--- config.mk ---
export PLATFORM = sky130hd
export DESIGN_NAME = alu_stream_unit
export DESIGN_NICKNAME = d
export VERILOG_FILES = /design/src/rtl/alu_stream_unit.sv
export SDC_FILE = /design/constraint.sdc
export NUM_CORES = 1
export LEC_CHECK = 0
export BUFFER_PORTS_ARGS = -buffer_cell sky130_fd_sc_hd__buf_2
export CAP_MARGIN = 20
export CORE_MARGIN = 1
export CORE_UTILIZATION = 62
export DETAILED_ROUTE_END_ITERATION = 16
export MAX_ROUTING_LAYER = met4
export PLACE_DENSITY = 0.94
export SLEW_MARGIN = 40
export SYNTH_ARGS = -nofsm -noshare
export SYNTH_HDL_FRONTEND = slang
export SYNTH_SLANG_ARGS = --single-unit
export TNS_END_PERCENT = 5
--- constraint.sdc ---
create_clock -name clk -period 6.33 [get_ports clk]
set_clock_uncertainty 0.15 [all_clocks]
set_input_delay 0.633 -clock clk [delete_from_list [all_inputs] [get_ports clk]]
set_output_delay 0.633 -clock clk [all_outputs]
set_load 0.02 [all_outputs]
--- src/rtl/alu_stream_unit.sv ---
// Streaming ALU responder: valid/ready request in, 2-entry in-order result FIFO out.
// Optional sticky overflow flag enabled by defining ALU_STREAM_STICKY_OVF_EN.
module alu_stream_unit #(
  parameter int NUMBITS = 8,
  parameter int TAGBITS = 4
) (
  input  logic               clk,
  input  logic               reset,
  input  logic               in_valid,
  output logic               in_ready,
  input  logic [NUMBITS-1:0] in_a,
  input  logic [NUMBITS-1:0] in_b,
  input  logic [2:0]         in_opcode,
  input  logic [TAGBITS-1:0] in_tag,
  output logic               out_valid,
  input  logic               out_ready,
  output logic [NUMBITS-1:0] out_result,
  output logic               out_carryout,
  output logic               out_overflow,
  output logic               out_zero,
`ifdef ALU_STREAM_STICKY_OVF_EN
  output logic               sticky_ovf,
  input  logic               sticky_clr,
`endif
  output logic [TAGBITS-1:0] out_tag
);

  localparam int MSB = NUMBITS - 1;

  typedef struct packed {
    logic [NUMBITS-1:0] result;
    logic               carryout;
    logic               overflow;
    logic               zero;
    logic [TAGBITS-1:0] tag;
  } rsp_t;

  // ---------------------------------------------------------------- ALU
  logic [NUMBITS:0]   sum_w, diff_w;
  logic [NUMBITS-1:0] res;
  logic               co, ov;
  rsp_t               rsp_new;

  assign sum_w  = {1'b0, in_a} + {1'b0, in_b};
  assign diff_w = {1'b0, in_a} - {1'b0, in_b};

  always_comb begin
    res = '0;
    co  = 1'b0;
    ov  = 1'b0;
    case (in_opcode)
      3'b000: begin
        res = sum_w[MSB:0];
        co  = sum_w[NUMBITS];
        ov  = sum_w[NUMBITS];
      end
      3'b001: begin
        res = sum_w[MSB:0];
        co  = sum_w[NUMBITS];
        ov  = (in_a[MSB] == in_b[MSB]) && (sum_w[MSB] != in_a[MSB]);
      end
      3'b010: begin
        // Top bit of the widened difference is the unsigned borrow.
        res = diff_w[MSB:0];
        co  = diff_w[NUMBITS];
        ov  = diff_w[NUMBITS];
      end
      3'b011: begin
        res = diff_w[MSB:0];
        co  = diff_w[NUMBITS];
        ov  = (in_a[MSB] != in_b[MSB]) && (diff_w[MSB] != in_a[MSB]);
      end
      3'b100: res = in_a & in_b;
      3'b101: res = in_a | in_b;
      3'b110: res = in_a ^ in_b;
      3'b111: begin
        res = {1'b0, in_a[MSB:1]};
        co  = in_a[0];
      end
      default: begin
        res = '0;
        co  = 1'b0;
        ov  = 1'b0;
      end
    endcase
  end

  always_comb begin
    rsp_new          = '0;
    rsp_new.result   = res;
    rsp_new.carryout = co;
    rsp_new.overflow = ov;
    rsp_new.zero     = (res == '0);
    rsp_new.tag      = in_tag;
  end

  // ---------------------------------------------------------------- FIFO
  rsp_t       mem [2];
  logic       wptr, rptr;
  logic [1:0] count;
  logic       push, pop;

  // in_ready only looks at registered count and reset, never at out_ready.
  assign in_ready  = !reset && (count != 2'd2);
  assign out_valid = (count != 2'd0);
  assign push      = in_valid && in_ready;
  assign pop       = out_valid && out_ready && !reset;

  always_ff @(posedge clk) begin
    if (reset) begin
      count  <= 2'd0;
      wptr   <= 1'b0;
      rptr   <= 1'b0;
      mem[0] <= '0;
      mem[1] <= '0;
    end else begin
      if (push) begin
        mem[wptr] <= rsp_new;
        wptr      <= ~wptr;
      end
      if (pop) rptr <= ~rptr;
      case ({push, pop})
        2'b10:   count <= count + 2'd1;
        2'b01:   count <= count - 2'd1;
        default: count <= count;
      endcase
    end
  end

  rsp_t head;
  assign head         = mem[rptr];
  assign out_result   = head.result;
  assign out_carryout = head.carryout;
  assign out_overflow = head.overflow;
  assign out_zero     = head.zero;
  assign out_tag      = head.tag;

`ifdef ALU_STREAM_STICKY_OVF_EN
  // Set has priority over a same-cycle clear.
  always_ff @(posedge clk) begin
    if (reset)                  sticky_ovf <= 1'b0;
    else if (push && ov)        sticky_ovf <= 1'b1;
    else if (sticky_clr)        sticky_ovf <= 1'b0;
  end
`endif

endmodule

==> flow_metrics.env <==
export IMPL_status="finished, final reports clean"
export IMPL_fmax_ghz=0.334
export IMPL_ys_async_sr_fraction_pct=0
export IMPL_hold_viol=0
export IMPL_syn_area_per_cell_um2=9.52
export IMPL_cp_max_fo=5
export IMPL_cts_buffers=5
export IMPL_cts_resized=0
export IMPL_syn_nets=345
export IMPL_synth_top_area_share_pct=32.5
export IMPL_path_class="primary input to flop"
export IMPL_cts_tree="done"
export IMPL_final_util_pct=74.3
export IMPL_maxCapViolations=0
export IMPL_drt_initial_drc_count=93
export IMPL_antenna_found_initial=0
export IMPL_grtUsageTotal_pct=27.4
export IMPL_finalSetupViolations=0
export IMPL_ys_flop_type="edfxtp_1"
export IMPL_hold_start="wptr"
export IMPL_r2r_end="mem[1][14]"
export IMPL_start_util_pct=66.9
export IMPL_fin_nets=382
export IMPL_synth_edf_count=30
export IMPL_reg2reg_depth=4
export IMPL_num_vias=2236
export IMPL_finalCritPeriodShare_pct=47.4
export IMPL_diodes=0
export IMPL_yosysWarnings=0
export IMPL_h_tree_depth=2
export IMPL_post_drt_wl_per_cell_um=15.6
export IMPL_area_delta_synth_final_pct=11.1
export IMPL_synth_largest_area_cell="edfxtp_1"
export IMPL_core_area_mm2=0.00414
export IMPL_hp_class="flop to flop"
export IMPL_reg2reg_slack_ps=3850
export IMPL_grt_max_degree=20
export IMPL_wl_um=5920
export IMPL_std_cell_rows=23
export IMPL_final_min_clock_period_ps=3000
export IMPL_vias_per_cell=5.90
export IMPL_path_clk_slew_ps=70
export IMPL_report_final_slew_viol_count=0
export IMPL_hpwl_um=4470
export IMPL_die_w_um=68.9
export IMPL_syn_inst=291
export IMPL_cts_setup_buffers=0
export IMPL_clock_path_buffers=2
export IMPL_max_slew_margin_pct=49.5
export IMPL_grt_overflow=0
export IMPL_grt_pass1_vias=2038
export IMPL_startpoint_type="primary input"
export IMPL_p_leak_nw=1.41
export IMPL_port_buffers=43
export IMPL_drtAntennaViolNets=0
export IMPL_drive_gt1_share_pct=22.5
export IMPL_power_density_mw_per_mm2=209
export IMPL_syn_cell_area_mm2=0.00277
export IMPL_io_pins=44
export IMPL_die_area_mm2=0.00474
export IMPL_crit_arrival_ps=2860
export IMPL_clkLatencyLatePin_ps=280
export IMPL_die_height_um=68.9
export IMPL_clock_root_buffer="clkbuf_8"
export IMPL_synth_seq_cells=35
export IMPL_holdPathEnd="wptr"
export IMPL_worst_slew_pin_slew_ps=757
export IMPL_max_vdd_ir_drop_v=0.0000973
export IMPL_cp_data_required_time_ps=6190
export IMPL_cts_hold_buf=0
export IMPL_reg2reg_from="count[0]"
export IMPL_synth_cell_type_count=55
export IMPL_finalSetupTns_ps=0
export IMPL_synth_area_top_cells="edfxtp_1, ha_1, mux2_2, nor2_1, inv_1"
export IMPL_fillers=312
export IMPL_first_pass_iters=4
export IMPL_grt_pass1_wl_um=9160
export IMPL_synth_seq_area_share_pct=36.1
export IMPL_gp_congestion=0.896
export IMPL_rsz0062_at_grt="false"
export IMPL_drc=0
export IMPL_crit_path_end_kind="flop"
export IMPL_clock_sinks=35
export IMPL_min_path_cells=2
## layout by cell type, fill, tap and decap left out, types with 3 or more instances in the layout
cell and n:
a211oi_1 5, a21o_1 5, a21oi_1 15, a311oi_1 3, buf_2 43, clkbuf_8 6, dfxtp_1 5, edfxtp_1 30
ha_1 25, inv_1 35, mux2_2 15, mux2i_1 6, mux4_2 4, nand2_1 10, nand2b_1 6, nand3_1 3
nor2_1 45, nor2b_1 7, nor3_1 3, nor4_1 3, o211ai_1 3, o21ai_0 7, xnor2_1 5
## cell families after synthesis
family          after synthesis  share of synthesized area (%)
simple gates                 89                           15.4
compound gates               58                           14.9
buf+inv                      50                           7.18
flops                        35                           36.1
fa+ha+maj                    27                           12.7
mux                          25                           11.5
xor+xnor                      7                           2.21
## critical path, cell delays in order
cell      delay, ps
buf_2           140
inv_1           100
ha_1            360
a211oi_1        360
nor2_1          120
a41oi_2         330
mux2i_1         140
or4b_4          500
nand4_1         120
nor2_1           50
## worst max path at each step
stage	from	end	slack [ps]	depth (start not counted)
after global routing	in_a[1]	mem[1][4]	3240	10
final	in_a[1]	mem[1][4]	3330	10
after CTS	in_b[1]	mem[1][4]	3370	10
after detailed placement	in_b[1]	mem[1][4]	3130	10
after global placement	in_a[1]	mem[1][4]	3200	10
after floorplan	in_b[1]	mem[0][4]	3520	9
## registers in the layout, summed over array words and instances (netlist names), named ones only
name	count
count	2
mem	30
rptr	1
wptr	1
## cells in the mapped netlist, drive strengths merged, types with 4 or more instances
library cell and n:
a21oi 15, mux2 15, clkbuf 7, ha 25
nand2 10, nor2b 7, buf 6, dfxtp 5
nand2b 6, o21ai 7, inv 37, edfxtp 30
nor2 45, a21o 5, mux4 4, xnor2 5
a211oi 5, mux2i 6
## stage by stage
step	hold slack, ps	worst slack, ps	cells	area (um2)	total power, mW
4_1_cts	372	3370	379	3080	0.643
3_5_place_dp	363	3130	371	2990	0.485
3_3_place_gp	304	3200	371	2990	0.475
6_report	373	3330	379	3080	0.643
2_1_floorplan	295	3520	291	2770	0.430
5_1_grt	395	3240	379	3080	0.675
## where the power goes
group | switching (mW) | total [mW] | internal (mW) | leakage (nW)
sequential | 0.0114 | 0.281 | 0.270 | 0.355
clock | 0.0746 | 0.162 | 0.0871 | 0.0459
combinational | 0.118 | 0.200 | 0.0825 | 1.01
total | 0.204 | 0.643 | 0.439 | 1.41
## final cells by class
type                    count  area [um2]  area share [%]
repair buffers             43         215            6.99
clock buffers               7        86.3            2.80
inverters                  37         139            4.51
flip-flops and latches     35        1000            32.5
well taps                  50        62.6            2.03
clock inverters             1        3.75           0.122
multi-input cells         206        1570            51.0
## metal layers
metal	track usage, %	up-vias	part of all wire, %
met2	47.8	71	52
met1	31.6	1058	42
met5	-	-	0
met3	3.95	7	5.0
li1	-	1100	-
met4	10.7	0	0.90
No activity file was read; power rests on OpenSTA's default activity.
